**src/rtl/cnt_pkg.sv**
```systemverilog
// Shared constants for the modulo up/down counter: direction encodings and a
// constant clog2 used to range-check the modulus at elaboration.
package cnt_pkg;

  localparam logic DIR_UP   = 1'b1;
  localparam logic DIR_DOWN = 1'b0;

  function automatic int unsigned clog2(input int unsigned value);
    int unsigned bits;
    bits = 0;
    while ((64'(1) << bits) < 64'(value)) bits = bits + 1;
    return bits;
  endfunction

endpackage

```
**src/rtl/jk_ff_sr.sv**
```systemverilog
// Single JK flip-flop bit cell with synchronous active-high reset.
module jk_ff_sr (
  input  logic Clk,
  input  logic Rst,
  input  logic J,
  input  logic K,
  output logic Q,
  output logic Qc
);

  logic r_q;

  always_ff @(posedge Clk) begin
    if (Rst) begin
      r_q <= 1'b0;
    end else begin
      case ({J, K})
        2'b01:   r_q <= 1'b0;
        2'b10:   r_q <= 1'b1;
        2'b11:   r_q <= ~r_q;
        default: r_q <= r_q;
      endcase
    end
  end

  assign Q  = r_q;
  assign Qc = ~r_q;

endmodule

```
**src/rtl/syn_mod_updown_counter.sv**
```systemverilog
// Parametrised synchronous modulo up/down counter built from JK bit cells.
// Define CNT_SATURATE_EN to hold at the limits instead of wrapping.
module syn_mod_updown_counter #(
  parameter int unsigned WIDTH = 4,
  parameter int unsigned MOD   = 16
) (
  input  logic             Clk,
  input  logic             Rst,
  input  logic             En,
  input  logic             Load,
  input  logic [WIDTH-1:0] D,
  input  logic             Up,
  output logic [WIDTH-1:0] Q,
  output logic             Tc
);

  import cnt_pkg::*;

  localparam logic [WIDTH-1:0] MAX_Q = WIDTH'(MOD - 1);

  generate
    if (WIDTH < 1 || WIDTH > 16 || MOD < 2 || clog2(MOD) > WIDTH) begin : g_bad_param
      $error("syn_mod_updown_counter: illegal WIDTH/MOD combination");
    end
  endgenerate

  logic [WIDTH-1:0] w_nxt;
  logic [WIDTH-1:0] w_qc;
  logic [WIDTH-1:0] w_j;
  logic [WIDTH-1:0] w_k;
  logic             w_load_ok;
  logic             w_tc;

  assign w_load_ok = (32'(D) < MOD);

  // Priority next-state: reset, then load (clamped), then count.
  always_comb begin
    w_nxt = Q;
    if (Rst) begin
      w_nxt = '0;
    end else if (Load) begin
      w_nxt = w_load_ok ? D : MAX_Q;
    end else if (En) begin
      if (Up == DIR_UP) begin
        if (Q == MAX_Q) begin
`ifdef CNT_SATURATE_EN
          w_nxt = MAX_Q;
`else
          w_nxt = '0;
`endif
        end else begin
          w_nxt = Q + WIDTH'(1);
        end
      end else begin
        if (Q == '0) begin
`ifdef CNT_SATURATE_EN
          w_nxt = '0;
`else
          w_nxt = MAX_Q;
`endif
        end else begin
          w_nxt = Q - WIDTH'(1);
        end
      end
    end
  end

  // Drive each JK cell so it lands on the requested next-state bit.
  assign w_j = w_nxt & w_qc;
  assign w_k = ~w_nxt & Q;

  generate
    for (genvar i = 0; i < int'(WIDTH); i++) begin : g_bit
      jk_ff_sr u_cell (
        .Q   (Q[i]),
        .Qc  (w_qc[i]),
        .J   (w_j[i]),
        .K   (w_k[i]),
        .Clk (Clk),
        .Rst (Rst)
      );
    end
  endgenerate

  assign w_tc = En & (((Up == DIR_UP) & (Q == MAX_Q)) | ((Up == DIR_DOWN) & (Q == '0)));
  assign Tc   = w_tc;

endmodule
```
**config.mk**
```make
export PLATFORM = sky130hd
export DESIGN_NAME = syn_mod_updown_counter
export DESIGN_NICKNAME = d
export VERILOG_FILES = /design/src/rtl/cnt_pkg.sv /design/src/rtl/jk_ff_sr.sv /design/src/rtl/syn_mod_updown_counter.sv
export SDC_FILE = /design/constraint.sdc
export NUM_CORES = 1
export LEC_CHECK = 0
export ABC_AREA = 1
export ABC_CLOCK_PERIOD_IN_PS = 2200
export CAP_MARGIN = 0
export CORE_AREA = 2 2 39 41
export CTS_BUF_LIST = sky130_fd_sc_hd__clkbuf_8
export DETAILED_ROUTE_END_ITERATION = 16
export DIE_AREA = 0 0 41 43
export HOLD_SLACK_MARGIN = 0.08
export PLACE_DENSITY = 0.61
export SKIP_CTS_REPAIR_TIMING = 1
export SYNTH_ARGS = -nofsm -noshare
export SYNTH_HDL_FRONTEND = slang
export SYNTH_SLANG_ARGS = --single-unit
export TNS_END_PERCENT = 20
```
**constraint.sdc**
```tcl
create_clock -name Clk -period 2.2 [get_ports Clk]
set_clock_uncertainty 0.05 [all_clocks]
set_input_delay 0.55 -clock Clk [delete_from_list [all_inputs] [get_ports Clk]]
set_output_delay 0.55 -clock Clk [all_outputs]
set_load 0.1 [all_outputs]
```
# == Yosys cells after proc, flatten, opt, wreduce, memory -nomap -nowiden ==
# Index checks and enable logic that the tools add are counted.
# classes
n_mux,10
n_reduce_logical,5
bitwise_logic,12
n_eq_ne,13
addsub,2
# ops
cell,n
$mux W4,6
$eq A2 B2 Y1 const B,8
$pmux W1 S3,4
$reduce_bool A3 Y1,4
$and A4 B4 Y4,2
$eq A2 B1 Y1 const B,4
$not A1 Y1,5
$add A4 B1 Y4 const B,1
$eq A4 B4 Y1 const B,1
$logic_not A4 Y1,1
$not A4 Y4,1
$sub A4 B1 Y4 const B,1
$and A1 B1 Y1,3
$or A1 B1 Y1,1
# totals
regBits,4
elab_cells,46
input_bits,9
output_inout_bits,5

# == Depth between registers and ports, before layout ==
# depth
word_depth,10
depth_mapped,11
ltp_nobuf,11

# == By module ==
# From an unflattened synthesis, not the netlist that was laid out.
# hier_totals
cells_unflattened,92
area_unflattened_um2,471.7
# by_module_without_submodules
module,n_inst,area_each_um2,seq_area_each_um2,cells_each
syn_mod_updown_counter,1,301.5,0.0,64
jk_ff_sr,4,42.5,20.0,7

# == Least setup slack after synthesis ==
# OpenSTA, ideal clock, no wires.
# synth_timing
path_type,input to output
start,input Up
end,output Tc
n_path_buf,1
required_ns,1.600
stages,4
t_arrival_ns,2.317
path_slack_ns,-0.717
path_cell_list,buf_4 inv_1 nand3_1 a21oi_1
# synth_via
elab_chain_len,4
elab_cells_between_ends,5
classes_between,5 x bitwise
# synth_lines
element,line_no,rtl
start: declaration,syn_mod_updown_counter.sv:12,"input logic Up,"
$not A1 Y1,syn_mod_updown_counter.sv:85,assign w_tc = En & (((Up == DIR_UP) & (Q == MAX_Q)) | ((Up == DIR_DOWN) & (Q == '0)));
$and A1 B1 Y1,syn_mod_updown_counter.sv:85,
$or A1 B1 Y1 *,syn_mod_updown_counter.sv:85,
$and A1 B1 Y1 *,syn_mod_updown_counter.sv:85,
end: declaration,syn_mod_updown_counter.sv:14,output logic Tc
# Every way passes the cells marked *; elsewhere a longest branch is shown, timed or not.

# == Worst setup path in the final report ==
# layout_timing
start,input En
end,output Tc
# layout_via
elab_chain_len,1
# layout_lines
element,line_no,rtl
start: declaration,syn_mod_updown_counter.sv:9,"input logic En,"
$and A1 B1 Y1,syn_mod_updown_counter.sv:85,
# Every way passes these cells.

==> qor.tcl <==
set qor(wl_met2_um) 513
set qor(insertedDiodeCount) 0
set qor(cts_tree) {yes}
set qor(final_min_period_over_clock_period) 0.955
set qor(synth_area_um2) 463
set qor(edff_count_synth) 0
set qor(cts_buffers) 3
set qor(globalplace.congestion) 0.781
set qor(final_cell_count_no_fill) 108
set qor(synth_top_family_by_area) {simple AND/OR/NAND/NOR gates}
set qor(rsz0062_at_grt) {false}
set qor(master_cell_of_the_clock_root_buffer) {sky130_fd_sc_hd__clkbuf_8}
set qor(synth_top_cell_by_area) {sky130_fd_sc_hd__dfxtp_1}
set qor(highest_metal_used) {met3}
set qor(synth.ff_latch_count) 4
set qor(drt_wl_total_mm) 1.06
set qor(detail_route.iter0.violations) 3
set qor(pin_count) 14
set qor(synth_top_cells_by_count) {16 x sky130_fd_sc_hd__nand2_1, 10 x sky130_fd_sc_hd__inv_1, 8 x sky130_fd_sc_hd__a21oi_1}
set qor(wl_per_cell_um) 9.84
set qor(cap_viol_max_count) 0
set qor(final_core_utilization) 0.515
set qor(worst_endpoint_required_time_ps) 1600
set qor(drive_gt1_frac) 0.185
set qor(globalRoute.totalOverflow) 0
set qor(async_flop_share) 0
set qor(report.power.total_mw) 0.890
set qor(final-max-slew-violation-count) 0
set qor(place.port_buffers) 13
set qor(main_flop_type_after_synthesis) {sky130_fd_sc_hd__dfxtp_1}
set qor(source_of_the_worst_hold_timing_path) {g_bit[1].u_cell.Q}
set qor(clock_tree.htree_level_count) 1
set qor(endpoint_arrival_time_on_the_critical_path_ps) 1500
set qor(clkTransAtPathRegs_ps) 40
set qor(outcome) {finished, final reports clean}
set qor(cts_max_path_buffers) 2
set qor(vdd.ir_drop.worst_mv) 0.356
set qor(cp_num_buf_inv) 3
set qor(die_h_um) 43
set qor(timing.final.crit_period_ps) 2100
set qor(path_delay_family) {buffers and inverters}
set qor(grt_pass1_vias) 483
set qor(rows) 14
set qor(die_area_um2) 1760
set qor(dp_cells) 105
set qor(synth.most_common_cell) {sky130_fd_sc_hd__nand2_1}
set qor(pwr_dens_nw_per_um2) 1250
set qor(synth.net_count) 90
set qor(tightestPinTransition_ps) 352
set qor(route.met3.wl_um) 40
set qor(initial_core_util) 0.335
set qor(regToRegEndpoint) {g_bit[2].u_cell.Q}
set qor(critical_path.cell_chain) {clkdlybuf4s50_1, inv_1, a21oi_4, buf_12}
set qor(critPathMaxStageDelay_ps) 510
set qor(synth_top_area_share) 0.173
set qor(synth.yosys.seq_area_share) 0.173
set qor(setup_viol) 0
set qor(final_nets) 109
set qor(ff2ff_path_depth) 12
set qor(final-hold-violation-count) 0
set qor(compound_gate_portion_of_the_synthesized_area) 0.232
set qor(p_leak_nw) 0.354
set qor(synth_xor_xnor_area_share) 0.0189
set qor(drtAntennaViolNets) 0
set qor(path_class) {primary input to primary output}
set qor(clock_insertion_delay_worst_skew_ps) 220
set qor(synth.mux.area_fraction) 0
set qor(whs_path_depth) 2
set qor(worst-path-max-fanout) 4
set qor(area_growth_pct) 54.1
set qor(post_synth_and_or_nand_nor_area_fraction) 0.243
set qor(max-slew-margin-rel) 0.765
set qor(clkSinkCount) 4
set qor(dr_total_vias) 504
set qor(initial_antenna_violation_count) 0
set qor(route.layer.met1.wl_um) 509
set qor(cp-end-kind) {primary output}
set qor(postSynthAreaPerCell_um2) 6.17
set qor(post_synth_fa_ha_maj_area_fraction) 0.162
set qor(setup.worst_path.start_class) {primary input}
set qor(maximum_number_of_pins_on_one_net_before_global_route_repair) 9
set qor(setup_slack_ps) 98.5
set qor(fp.dieW_um) 41
set qor(dp_slack_ps) -56.6
set qor(timing.hold.worst.class) {flip-flop to flip-flop}
set qor(layout.filler_cells) 145
set qor(grt_pass1_wl_mm) 1.91
set qor(setup.reg_to_reg.worst_slack_ps) 350
set qor(post_synth_num_cell_types) 15
set qor(drt_pass1_iterations) 2
set qor(hpwl_um) 848
set qor(track_usage) 0.163
set qor(post_synth_inst_count) 75
set qor(critical_path_cell_count) 4
set qor(worstReg2RegStart) {g_bit[1].u_cell.Q}
set qor(synth.yosys.warnings) 0
set qor(hold_path_end) {g_bit[1].u_cell.Q}
set qor(drc) 0
set qor(largest_reg_flops) 4
set qor(max_freq_ghz) 0.476
set qor(via_per_inst) 4.67
set qor(critical-path-slowest-cell) {sky130_fd_sc_hd__clkdlybuf4s50_1}
set qor(core_area_um2) 1380
set qor(synthTopCellsByArea) {sky130_fd_sc_hd__dfxtp_1 17%, sky130_fd_sc_hd__ha_1 16%, sky130_fd_sc_hd__nand2_1 13%}
cell families (layout without fill, tap and decap cells):
| kind of cell | count (synthesis) | in the layout |
|---|---|---|
| AO/OA/AOI/OAI | 20 | 20 |
| XOR/XNOR | 1 | 1 |
| adder cells (fa/ha/maj) | 6 | 6 |
| buffers and inverters | 16 | 33 |
| flip-flops | 4 | 4 |
| AND/OR/NAND/NOR | 28 | 28 |
worst max-delay path by stage:
stage                     start  end  slack [ps]
after CTS                    Up   Tc         -70
final                        En   Tc         100
after global placement       Up   Tc         -50
after global routing         En   Tc          50
after floorplan              Up   Tc         140
after detailed placement     Up   Tc         -60
worst min-delay path: stages (launching register included):
cell and delay (ps):
sky130_fd_sc_hd__dfxtp_1 310, sky130_fd_sc_hd__inv_1 100, sky130_fd_sc_hd__a21oi_1 70
routing by layer:
metal	vias to the layer above	global-route usage
li1	280	-
met1	212	0.199
met2	12	0.228
met3	0	0.0471
met4	0	0.120
met5	-	0
layout make-up:
type | count | area, µm² | share of cell area
Clock buffer | 3 | 41.3 | 0.0579
Multi-Input combinational cell | 55 | 315 | 0.442
Timing Repair Buffer | 19 | 215 | 0.302
Tap cell | 16 | 20.0 | 0.0281
Inverter | 11 | 41.3 | 0.0579
Sequential cell | 4 | 80.1 | 0.112
cells in the final DEF (no fill, tap or decap):
cell	count
sky130_fd_sc_hd__a21oi_1	7
sky130_fd_sc_hd__buf_12	4
sky130_fd_sc_hd__a31oi_1	1
sky130_fd_sc_hd__o211ai_1	1
sky130_fd_sc_hd__a21oi_4	1
sky130_fd_sc_hd__o21ai_0	6
sky130_fd_sc_hd__dfxtp_1	4
sky130_fd_sc_hd__inv_1	10
sky130_fd_sc_hd__dlymetal6s2s_1	1
sky130_fd_sc_hd__o21ai_1	3
sky130_fd_sc_hd__buf_4	7
sky130_fd_sc_hd__inv_2	1
sky130_fd_sc_hd__clkbuf_8	3
sky130_fd_sc_hd__nor2_1	6
sky130_fd_sc_hd__xor2_1	1
sky130_fd_sc_hd__nand3_1	6
sky130_fd_sc_hd__clkdlybuf4s50_1	7
sky130_fd_sc_hd__ha_1	6
sky130_fd_sc_hd__nand2_1	16
sky130_fd_sc_hd__a21oi_2	1
power by group:
group	total (mW)	leakage, nW	internal (mW)	switching [mW]
Combinational	0.594	0.299	0.219	0.376
Clock	0.160	0.0216	0.117	0.0425
Sequential	0.136	0.0330	0.0979	0.0381
through the flow:
stage / TNS, ps / area [µm²] / hold slack, ps
6_report: 0 / 713 / 483
2_1_floorplan: 0 / 474 / 462
3_5_place_dp: -149 / 669 / 475
5_1_grt: 0 / 713 / 556
3_3_place_gp: -99.0 / 669 / 458
4_1_cts: -68.5 / 711 / 480
Note: power is estimated with default switching activity, not from simulation.
